## src/rtl/bpi_flash_read_phy.sv

```systemverilog
// Read-only BPI (parallel NOR) pin driver: asynchronous first access, page-mode follow-on
// words, and an address that auto-increments while the upstream request stays valid.
module bpi_flash_read_phy #(
  parameter int unsigned     C_MEM_WIDTH  = 16,
  parameter longint unsigned C_MEM_SIZE   = 64'd134217728,
  parameter int unsigned     C_PAGE_WORDS = 16,
  parameter int unsigned     C_T_ACC      = 10,
  parameter int unsigned     C_T_PACC     = 3,
  parameter int unsigned     C_T_CEH      = 2,
  localparam int unsigned    C_ADDR_WIDTH = $clog2(8 * C_MEM_SIZE / C_MEM_WIDTH)
) (
  input  logic                    clk,
  input  logic                    rst_n,
  input  logic [C_ADDR_WIDTH-1:0] s_axis_addr_tdata,
  input  logic                    s_axis_addr_tvalid,
  output logic                    s_axis_addr_tready,
  output logic [C_MEM_WIDTH-1:0]  m_axis_data_tdata,
  output logic                    m_axis_data_tvalid,
  output logic                    busy,
  output logic [C_ADDR_WIDTH-1:0] bpi_a,
  input  logic [C_MEM_WIDTH-1:0]  bpi_dq_i,
  output logic [C_MEM_WIDTH-1:0]  bpi_dq_t,
  output logic                    bpi_ce_n,
  output logic                    bpi_oe_n,
  output logic                    bpi_we_n,
  output logic                    bpi_adv_n
);

  typedef enum logic [2:0] {
    ST_IDLE     = 3'd0,
    ST_ACCESS   = 3'd1,
    ST_OUTPUT   = 3'd2,
    ST_CONTINUE = 3'd3,
    ST_RECOVER  = 3'd4
  } state_e;

  localparam int unsigned PG_W    = $clog2(C_PAGE_WORDS);
  localparam int unsigned CNT_MAX = (C_T_ACC > C_T_CEH) ? C_T_ACC : C_T_CEH;
  localparam int unsigned CNT_W   = (CNT_MAX > 1) ? $clog2(CNT_MAX) : 1;

  localparam logic [CNT_W-1:0] CNT_ACC  = CNT_W'(C_T_ACC - 1);
  localparam logic [CNT_W-1:0] CNT_PACC = CNT_W'(C_T_PACC - 1);
  localparam logic [CNT_W-1:0] CNT_CEH  = CNT_W'(C_T_CEH - 1);
  localparam logic [CNT_W-1:0] CNT_ONE  = CNT_W'(1);

  state_e                  state_q, state_d;
  logic [C_ADDR_WIDTH-1:0] addr_q, addr_d;
  logic [CNT_W-1:0]        cnt_q, cnt_d;
  logic                    ce_n_q, ce_n_d;
  logic                    oe_n_q, oe_n_d;
  logic                    valid_q, valid_d;
  logic [C_MEM_WIDTH-1:0]  data_q, data_d;
  logic                    busy_q;

  always_comb begin
    // NOTE: every next-state signal gets its hold value first, so no path through the case infers a latch.
    state_d = state_q;
    addr_d  = addr_q;
    cnt_d   = cnt_q;
    ce_n_d  = ce_n_q;
    oe_n_d  = oe_n_q;
    data_d  = data_q;
    valid_d = 1'b0;

    unique case (state_q)
      ST_IDLE: begin
        if (s_axis_addr_tvalid) begin
          addr_d  = s_axis_addr_tdata;
          ce_n_d  = 1'b0;
          oe_n_d  = 1'b0;
          cnt_d   = CNT_ACC;
          state_d = ST_ACCESS;
        end
      end
      ST_ACCESS: begin
        if (cnt_q != '0) begin
          cnt_d = cnt_q - CNT_ONE;
        end else begin
          data_d  = bpi_dq_i;
          valid_d = 1'b1;
          state_d = ST_OUTPUT;
        end
      end
      ST_OUTPUT: begin
        addr_d  = addr_q + C_ADDR_WIDTH'(1);
        state_d = ST_CONTINUE;
      end
      ST_CONTINUE: begin
        // addr already points at the next word; offset 0 means a new page (including wrap to 0).
        if (s_axis_addr_tvalid) begin
          cnt_d   = (addr_q[PG_W-1:0] != '0) ? CNT_PACC : CNT_ACC;
          state_d = ST_ACCESS;
        end else begin
          ce_n_d  = 1'b1;
          oe_n_d  = 1'b1;
          cnt_d   = CNT_CEH;
          state_d = ST_RECOVER;
        end
      end
      ST_RECOVER: begin
        if (cnt_q == '0) state_d = ST_IDLE;
        else             cnt_d   = cnt_q - CNT_ONE;
      end
      default: begin
        ce_n_d  = 1'b1;
        oe_n_d  = 1'b1;
        cnt_d   = '0;
        state_d = ST_IDLE;
      end
    endcase
  end

  // NOTE: reset is sampled on the clock edge only, and all state uses non-blocking assignments.
  always_ff @(posedge clk) begin
    if (!rst_n) begin
      state_q <= ST_IDLE;
      addr_q  <= '0;
      cnt_q   <= '0;
      ce_n_q  <= 1'b1;
      oe_n_q  <= 1'b1;
      valid_q <= 1'b0;
      data_q  <= '0;
      busy_q  <= 1'b0;
    end else begin
      state_q <= state_d;
      addr_q  <= addr_d;
      cnt_q   <= cnt_d;
      ce_n_q  <= ce_n_d;
      oe_n_q  <= oe_n_d;
      valid_q <= valid_d;
      data_q  <= data_d;
      busy_q  <= (state_d != ST_IDLE);
    end
  end

  assign s_axis_addr_tready = valid_q;
  assign m_axis_data_tvalid = valid_q;
  assign m_axis_data_tdata  = data_q;
  assign busy               = busy_q;
  assign bpi_a              = addr_q;
  assign bpi_ce_n           = ce_n_q;
  assign bpi_oe_n           = oe_n_q;
  assign bpi_adv_n          = ce_n_q;
  assign bpi_we_n           = 1'b1;
  assign bpi_dq_t           = '1;

endmodule

```

## config.mk

```make
export PLATFORM = sky130hd
export DESIGN_NAME = bpi_flash_read_phy
export DESIGN_NICKNAME = d
export VERILOG_FILES = /design/src/rtl/bpi_flash_read_phy.sv
export SDC_FILE = /design/constraint.sdc
export NUM_CORES = 1
export LEC_CHECK = 0
export ABC_AREA = 1
export CAP_MARGIN = 25
export CORE_MARGIN = 4
export CORE_UTILIZATION = 45
export CTS_BUF_LIST = sky130_fd_sc_hd__clkbuf_16
export DETAILED_ROUTE_END_ITERATION = 10
export PLACE_DENSITY = 0.77
export SETUP_SLACK_MARGIN = 0.05
export SKIP_CTS_REPAIR_TIMING = 1
export SLEW_MARGIN = 25
export SYNTH_ARGS = -nofsm -noshare
export SYNTH_HDL_FRONTEND = slang
export SYNTH_SLANG_ARGS = --single-unit
```

## constraint.sdc

```tcl
create_clock -name clk -period 2.12 [get_ports clk]
set_clock_uncertainty 0.15 [all_clocks]
set_input_delay 0.53 -clock clk [delete_from_list [all_inputs] [get_ports clk]]
set_output_delay 0.53 -clock clk [all_outputs]
set_load 0.005 [all_outputs]
```

# Yosys cells after proc, flatten, opt, wreduce, memory -nomap -nowiden
# Cells that the tools add are included.
totals:
  reg_bits: 52
  inputBits: 45
  output_inout_bits: 65
  wordCells: 49
op_classes:
  add_sub_neg: 2
  n_eq_ne: 8
  mux: 17
  n_bitwise: 3
  n_reduce_logical: 12
op_table:
  columns: ["operator", "count"]
  rows:
  - ["26-bit case mux with 2 select lines", 1]
  - ["26-bit by 1-bit adder with 26-bit output (second input constant)", 1]
  - ["26-bit two-way mux", 1]
  - ["4-bit two-way mux", 5]
  - ["4-bit case mux with 5 select lines", 1]
  - ["3-bit case mux with 5 select lines", 1]
  - ["3-bit two-way mux", 4]
  - ["2-bit inequality test (second input constant)", 4]
  - ["4-bit nonzero test", 2]
  - ["3-bit by 2-bit equality test with 1-bit output (second input constant)", 2]
  - ["2-bit AND reduction", 3]
  - ["4-bit logical NOT", 1]
  - ["4-bit AND reduction", 1]
  - ["4-bit by 1-bit subtractor with 4-bit output (second input constant)", 1]
  - ["3-bit by 1-bit equality test with 1-bit output (second input constant)", 1]
  - ["3-bit equality test (second input constant)", 1]
  - ["3-bit logical NOT", 1]
  - ["1-bit two-way mux", 3]
  - ["1-bit NOT", 3]
  - ["1-bit case mux with 3 select lines", 1]
  - ["3-bit AND reduction", 1]
  - ["3-bit nonzero test", 1]
  - ["3-bit OR reduction", 1]
  - ["2-bit nonzero test", 1]

# Longest topological paths before layout
# Gate-level depths: netlist of run 1.
logic_depth:
  ltp_word: 4
  mapped_depth: 10
  mapped_depth_nobuf: 10

# Worst setup path before layout of run 1
# OpenSTA, ideal clock, no wires.
synth_path:
  path_kind: "reg2reg"
  startpoint: "reg addr_q[1], in the netlist bpi_a[1]"
  endpoint: "reg addr_q[12], in the netlist bpi_a[12]"
  setup_ns: 0.110
  arrival_time_ns: 1.301
  required_ns: 1.860
  path_slack_ns: 0.559
  stages_incl_launch_ff: 11
  path_buffers: 0
  period_less_slack_ns: 1.561
  path_cell_list: "dfxtp_1 ha_1 nand2_1 nor2_2 nand2_1 inv_1 nand3_1 nand3_1 o211ai_1 nand2_1 inv_1"
synth_via:
  elab_chain_len: 2
synth_lines:
  columns: ["element", "line", "text"]
  rows:
  - ["start, declared", "47", "logic [C_ADDR_WIDTH-1:0] addr_q, addr_d;"]
  - ["start signal, assigned", "126", "addr_q <= addr_d;"]
  - ["26-bit by 1-bit adder with 26-bit output", "85", "addr_d = addr_q + C_ADDR_WIDTH'(1);"]
  - ["26-bit case mux with 2 select lines", "65", "unique case (state_q)"]
# Every way passes these cells.
# A chain may end at the register's enable or synchronous reset.

# Final worst setup path of run 1
layout_path:
  startpoint: "reg addr_q[22], in the netlist bpi_a[22]"
  endpoint: "out bpi_a[22]"
layout_rtl:
  columns: ["element", "line", "text"]
  rows:
  - ["end, declared", "20", "output logic [C_ADDR_WIDTH-1:0] bpi_a,"]
# No word-level cell between the ends.

==> impl_metrics.toml, run 1 <==
[clocking]
clk_path_buf_depth = 2
path_clk_slew_ns = 0.07
cts_tree = "done"
cts_sinks = 52
insertion_delay_ns = 0.29
cts_made_buffers = 5
cts_max_level = 2
root_buffer = "clkbuf_16"

[logic_synthesis]
avgSynthCellArea_um2 = 6.65
yosys.area.top_type = "dfxtp_1"
syn_inst = 465
synthTopCellsByCount = "nand2_1 (119), nor2_1 (72), dfxtp_1 (52), nand3_1 (32), inv_1 (31)"
synth-async-reset-ratio_pct = 0
synthTopCellsByArea = "dfxtp_1 (34%), nand2_1 (14%), nor2_1 (8.7%)"
synth_top_area_share_pct = 33.7
yosys_warnings = 0
ys.flop_type = "dfxtp_1"
syn_area_um2 = 3090
synth_edf_count = 0
seq_area_frac_synth_pct = 33.7
synth_cell_types = 40
synth_seq_cells = 52
yosysMostFrequentCell = "nand2_1"

[power_and_ir_drop]
power_density_nw_per_um2 = 1100
netSwitchingPower_mw = 1.79
swShare_pct = 39.2
combPwrFrac_pct = 47.7
pwr-share-seq_pct = 34.6
pwr-share-clk_pct = 17.7
p_int_mw = 2.77
irDropWorstVdd_uv = 822
p_leak_nw = 1.60

[route]
route.final.wire_length_um = 8700
first_pass_iters = 4
drc = 0
vias = 3271
drtAntennaViolNets = 0
drt-wirelength-per-cell_um = 13.7
drtIter0Drc = 226
vias_per_cell = 5.16

[timing]
drv_slew = 0
setup_violations = 0
fin_ws_ns = 0.150
setup_tns_ns = 0
fmax_mhz = 508
fin_crit_ns = 1.97
hold_viol = 0
final.period_utilization_pct = 92.9
rsz0062_at_grt = "no"

[critical_path]
critPathTopFamily = "buffers and inverters"
crit_arrival_ns = 1.29
worstSetupPathType = "reg -> out"
slowest_delay_ns = 0.55
crit_path_cell_trace = "clkdlybuf4s50_1"
endpoint_kind = "primary output"
cp_max_fo = 6
start_kind = "flip-flop"
r2r_setup_slack_ns = 0.20
critPathSlowestCell = "clkdlybuf4s50_1"
critPathRequiredTime_ns = 1.44
critPathBufInv = 1

[placed_design]
io_buffers = 92
dp.final_hpwl_um = 6570
place.gp.congestion = 0.823
pre_cts_slack_ns = 0.00276
dp_cells = 626

[floorplanning]
ios = 110
die_y_um = 90.9
die_w_um = 90.9
dieArea_um2 = 8260
initial_utilization_pct = 47.6
coreArea_um2 = 6490
num_rows = 29

[cells_and_area]
fin_nets = 604
n_fill_cell = 607
drive_gt1_share_pct = 8.44
n_antenna_cell = 0
area_growth_pct = 34.2
final_cells = 634

[global_route]
antenna_found_initial = 0
grt_usage_pct = 21.3
grt_max_degree = 32
globalRouteOverflowTotal = 0
grt_pass1_wl_um = 14700
grt_pass1_vias = 3182

[min_path]
hold_class = "reg -> reg"

[run]
maxCapViolCount = 0

[status]
status = "complete, no violations"
-- registers in the layout (all words and copies together) (netlist names) --
name	cells
m_axis_data_tdata	16
m_axis_data_tvalid	1
busy	1
cnt_q	4
state_q	3
bpi_oe_n	1
bpi_a	26
-- logic make-up (layout without fill, tap and decap cells) --
group | Yosys count | after routing | synth area share (%)
xor+xnor | 3 | 3 | 0.850
other cells | 1 | 17 | 0.121
flops | 52 | 52 | 33.7
fa+ha+maj | 3 | 3 | 1.21
buf+inv | 75 | 151 | 13.2
simple gates | 247 | 247 | 34.9
compound gates | 84 | 84 | 16.1
-- power groups by stage --
stage / Sequential, mW / Clock, mW / Combinational (mW)
finish: 1.58 / 0.807 / 2.17
CTS: 1.57 / 0.825 / 2.18
detailed placement: 1.59 / 0 / 2.17
global route: 1.63 / 0.868 / 2.41
global placement: 1.58 / 0 / 2.12
floorplan: 1.56 / 0 / 1.31
-- metal layers --
layer  GRT usage (%)  part of all wire, %
met5               0                    0
met4            7.04                  1.6
met3            7.25                  8.8
met2            36.8                   50
met1            24.6                   39
-- final timing paths --
| path | cells past startpoint | end | startpoint |
|---|---|---|---|
| min reg2reg | 2 | cnt_q[2] | cnt_q[2] |
| max reg2reg | 10 | bpi_a[12] | bpi_a[1] |
| min | 2 | cnt_q[2] | cnt_q[2] |
| max | 1 | bpi_a[22] | bpi_a[22] |
-- stage by stage --
step	total power, mW	hold WS [ns]	util [%]	cell area [µm²]
after floorplan	2.87	0.294	-	3150
after global placement	3.70	0.303	61.7	4010
after detailed placement	3.76	0.307	61.7	4010
after CTS	4.58	0.318	63.9	4150
after global routing	4.91	0.334	63.9	4150
final	4.55	0.315	63.9	4150
-- placed cells by master, fill, tap and decap left out, types with 2 or more instances in the layout --
master,synthesis,layout
conb_1,1,17
nor2_4,2,2
o21ai_0,16,16
o21a_1,5,5
clkbuf_16,0,5
inv_2,8,8
nor2_8,2,2
buf_4,23,8
o21ai_1,15,15
ha_1,3,3
inv_1,31,31
nor3_1,6,6
nand2_1,119,119
a21oi_1,25,25
nor2_1,72,72
clkdlybuf4s50_1,0,92
dfxtp_1,52,51
nor2_2,5,5
a31oi_1,7,7
nand3_1,32,32
a211oi_1,2,2
inv_4,3,3
nand4_1,3,3
o21bai_1,4,4
a21oi_2,4,4
xnor2_1,2,2
o211ai_1,2,2
-- cell type report --
type	count	area, µm²	share of cell area (%)
well taps	77	96.3	2.32
clock buffers	5	125	3.01
clock inverters	3	17.5	0.422
flip-flops and latches	52	1040	25.1
repair buffers	101	1000	24.1
inverters	42	165	3.98
multi-input cells	354	1700	41.0
No activity file was read; power rests on OpenSTA's default activity.
==> run 2: changes to the inputs <==
--- a/config.mk
+++ b/config.mk
@@ -7,6 +7,7 @@
 export LEC_CHECK = 0
 export ABC_AREA = 1
 export CAP_MARGIN = 25
+export CORE_ASPECT_RATIO = 1.25
 export CORE_MARGIN = 4
 export CORE_UTILIZATION = 45
 export CTS_BUF_LIST = sky130_fd_sc_hd__clkbuf_16
==> run 2 against run 1 <==
Effect of this change:
- critical path depth unchanged
- utilization decreased by 0.62 points
- cell count grew 1.3%
- clock power increased by 13%
==> impl_metrics.toml, run 2 (synthesized netlist as in run 1, its figures left out) <==
[status]
status = "complete, no violations"

[cells_and_area]
area_growth_pct = 35.2
fin_util_pct = 63.3
fin_nets = 602
mostFrequentLayoutCells = "nand2_1 (119), clkdlybuf4s50_1 (92), nor2_1 (72), dfxtp_1 (51), nand3_1 (32)"
largest_reg_flops = 26
final_common_cell = "nand2_1"
n_fill_cell = 631
n_antenna_cell = 0
drive_gt1_share_pct = 8.11

[timing]
drv_slew = 0
fin_crit_ns = 2.02
setup_tns_ns = 0
hold_viol = 0
final.period_utilization_pct = 95.5
fmax_mhz = 494
rsz0062_at_grt = "no"
setup_violations = 0

[critical_path]
endpoint_kind = "primary output"
slowest_delay_ns = 0.57
critPathBufInv = 1
critPathTopFamily = "buffers and inverters"
start_kind = "flip-flop"
critPathRequiredTime_ns = 1.44
crit_arrival_ns = 1.34
crit_path_cell_trace = "clkdlybuf4s50_1"
worstSetupPathType = "reg -> out"
critPathSlowestCell = "clkdlybuf4s50_1"
cp_max_fo = 5

[placed_design]
place.gp.congestion = 0.920
dp.final_hpwl_um = 6460
io_buffers = 92

[global_route]
grt_pass1_vias = 3076
antenna_found_initial = 0
grt_max_degree = 32
globalRouteOverflowTotal = 0
grt_pass1_wl_um = 13700
grt_usage_pct = 21.0

[clocking]
cts_made_buffers = 5
root_buffer = "clkbuf_16"
path_clk_slew_ns = 0.07
cts_sinks = 52
clk_path_buf_depth = 2
cts_tree = "done"
cts_max_level = 2
insertion_delay_ns = 0.29

[floorplanning]
dieArea_um2 = 8270
ios = 110
coreArea_um2 = 6610
num_rows = 33
initial_utilization_pct = 46.8
die_w_um = 82.2
die_y_um = 101

[power_and_ir_drop]
power_density_nw_per_um2 = 1110
p_leak_nw = 1.60
irDropWorstVdd_uv = 578

[route]
drc = 0
vias_per_cell = 5.02
first_pass_iters = 4
drtIter0Drc = 217
drt-wirelength-per-cell_um = 13.5
vias = 3222
drtAntennaViolNets = 0
route.final.wire_length_um = 8650

[run]
maxCapViolCount = 0

[min_path]
hold_class = "reg -> reg"
==> run 2: changes by cell type in the layout (fill, tap and decap cells not counted) <==
cell       change
buf_12         +1
buf_4          -3
clkinv_2       -1
clkinv_1       +1
inv_6          -1
inv_2          +1
inv_1          -1
bufinv_16      +1
==> run 2: tightest hold or removal path, stage by stage (launching register included) <==
cell and delay, ns:
dfxtp_1 0.31, nand2_1 0.06, a21oi_1 0.05
==> run 2: cell type report <==
cell class | instances | area, µm² | area share (%)
multi-input combinational | 354 | 1700 | 40.7
clock buffer | 5 | 125 | 2.99
tap | 87 | 109 | 2.60
timing repair buffer | 99 | 998 | 23.9
sequential | 52 | 1040 | 24.9
clock inverter | 3 | 37.5 | 0.898
inverter | 42 | 165 | 3.95
==> run 2: power by group <==
| part | switching, mW | internal, mW | total, mW | leakage [nW] |
|---|---|---|---|---|
| registers | 0.304 | 1.29 | 1.59 | 0.427 |
| logic | 1.11 | 1.05 | 2.16 | 1.10 |
| clock network | 0.359 | 0.550 | 0.908 | 0.0789 |
| total | 1.77 | 2.89 | 4.66 | 1.60 |
==> run 2: metrics by stage <==
stage	area (µm²)	hold slack, ns	power (mW)	setup slack, ns	instances
after floorplan	3150	0.294	2.87	0.559	481
after global placement	4020	0.302	3.71	0.0620	634
after detailed placement	4020	0.308	3.76	0.0224	634
after CTS	4180	0.317	4.68	0.0939	642
after global routing	4180	0.326	4.99	0.0605	642
final	4180	0.315	4.66	0.0959	642
==> run 2: metal layers <==
metal	global-route usage (%)	wire length (µm)	vias up
li1	-	-	1641
met1	23.0	3340	1443
met2	37.8	4370	118
met3	5.81	744	20
met4	7.67	199	0
met5	0	0	-
==> run 2: path summary, 6_finish.rpt <==
check             startpoint        end  slack (ns)  depth (start not counted)
setup / recovery    bpi_a[6]   bpi_a[6]         0.1                          1
hold / removal      cnt_q[1]   cnt_q[1]        0.31                          2
setup reg to reg    bpi_a[0]  bpi_a[16]        0.27                          9
hold reg to reg     cnt_q[1]   cnt_q[1]        0.31                          2
==> run 3: changes to the inputs <==
--- a/config.mk
+++ b/config.mk
@@ -13,6 +13,7 @@
 export CTS_BUF_LIST = sky130_fd_sc_hd__clkbuf_16
 export DETAILED_ROUTE_END_ITERATION = 10
 export PLACE_DENSITY = 0.77
+export RECOVER_POWER = 100
 export SETUP_SLACK_MARGIN = 0.05
 export SKIP_CTS_REPAIR_TIMING = 1
 export SLEW_MARGIN = 25
==> run 3 against run 2 <==
Effect of this change:
- total power down 4.0%
- utilization decreased by 0.45 points
- sequential power about the same
- largest power group unchanged
- highest routed layer unchanged
==> impl_metrics.toml, run 3 (synthesized netlist as in run 1, its figures left out) <==
[status]
status = "complete, no violations"

[route]
vias = 3235
drtIter0Drc = 224
drtAntennaViolNets = 0
drc = 0
first_pass_iters = 4
vias_per_cell = 5.04
drt-wirelength-per-cell_um = 13.5
route.final.wire_length_um = 8670

[floorplanning]
coreArea_um2 = 6610
dieArea_um2 = 8270
num_rows = 33
die_w_um = 82.2
initial_utilization_pct = 46.8
ios = 110
die_y_um = 101

[global_route]
globalRouteOverflowTotal = 0
grt_usage_pct = 21.0
grt_pass1_vias = 3076
grt_max_degree = 32
antenna_found_initial = 0
grt_pass1_wl_um = 13700

[critical_path]
start_kind = "flip-flop"
crit_start = "bpi_a[22]"
critPathSlowestCell = "dlygate4sd3_1"
critPathBufInv = 1
critPathTopFamily = "buffers and inverters"
slowest_delay_ns = 0.61
endpoint_kind = "primary output"
critPathRequiredTime_ns = 1.44
reg2reg_from = "bpi_a[0]"
crit_path_cell_trace = "dlygate4sd3_1"
reg2regPathDepth = 9
cp_max_fo = 6
worstSetupPathType = "reg -> out"
crit_arrival_ns = 1.35
cp_num_cells = 1

[power_and_ir_drop]
netSwitchingPower_mw = 1.71
power_density_nw_per_um2 = 1080
pwr-share-seq_pct = 35.3
p_leak_nw = 1.72
irDropWorstVdd_uv = 570
combPwrFrac_pct = 44.3
swShare_pct = 38.3
p_int_mw = 2.76
pwr-share-clk_pct = 20.4

[cells_and_area]
drive_gt1_share_pct = 6.67
largest_reg_flops = 26
final_cells = 642
mostFrequentLayoutCells = "nand2_1 (119), nor2_1 (73), dfxtp_1 (51), dlygate4sd3_1 (47), clkdlybuf4s50_1 (45)"
n_antenna_cell = 0
fin_nets = 602
area_growth_pct = 34.2
final_common_cell = "nand2_1"

[placed_design]
dp.final_hpwl_um = 6460
place.gp.congestion = 0.920
dp_cells = 634
io_buffers = 92

[clocking]
cts_sinks = 52
cts_made_buffers = 5
cts_tree = "done"
insertion_delay_ns = 0.29
path_clk_slew_ns = 0.07
cts_max_level = 2
root_buffer = "clkbuf_16"
clk_path_buf_depth = 2

[min_path]
hold_class = "reg -> reg"
min_from = "cnt_q[1]"
whs_path_depth = 2

[timing]
final.period_utilization_pct = 95.8
fmax_mhz = 492
worst_pin_slew_ns = 0.510
slew_headroom_pct = 65.9
setup_violations = 0
hold_viol = 0
fin_crit_ns = 2.03
drv_slew = 0
rsz0062_at_grt = "no"
setup_tns_ns = 0

[run]
maxCapViolCount = 0
-- run 3: cell type report --
class	count	area, µm²
sequential	52	1040
timing repair buffer	99	996
fill	638	2460
multi-input combinational	354	1680
inverter	42	160
clock buffer	5	125
clock inverter	3	37.5
tap	87	109
-- run 3: through the flow --
| stage | hold WS [ns] | worst slack (ns) | power, mW | utilization, % | instance area [µm²] |
|---|---|---|---|---|---|
| after global placement | 0.302 | 0.0620 | 3.71 | 60.8 | 4020 |
| final | 0.316 | 0.0894 | 4.47 | 62.8 | 4150 |
| after CTS | 0.317 | 0.0939 | 4.68 | 63.3 | 4180 |
| after detailed placement | 0.308 | 0.0224 | 3.76 | 60.8 | 4020 |
| after global routing | 0.327 | 0.0466 | 4.80 | 62.8 | 4150 |
| after floorplan | 0.294 | 0.559 | 2.87 | - | 3150 |
-- run 3: worst paths after layout --
kind | slack (ns) | end
max | 0.09 | bpi_a[22]
max reg2reg | 0.28 | bpi_a[16]
min | 0.32 | cnt_q[1]
min reg2reg | 0.32 | cnt_q[1]
-- run 3: power groups by stage --
| stage | combinational [mW] | clock, mW | sequential [mW] |
|---|---|---|---|
| after floorplan | 1.31 | 0 | 1.56 |
| after global placement | 2.12 | 0 | 1.59 |
| after detailed placement | 2.16 | 0 | 1.60 |
| after CTS | 2.17 | 0.924 | 1.59 |
| after global routing | 2.21 | 0.965 | 1.62 |
| final | 1.98 | 0.910 | 1.58 |
-- run 3: metal layers --
metal | GRT usage [%] | routed length [µm]
met2 | 37.8 | 4370
met1 | 23.0 | 3360
met4 | 7.67 | 206
met3 | 5.81 | 729
met5 | 0 | 0
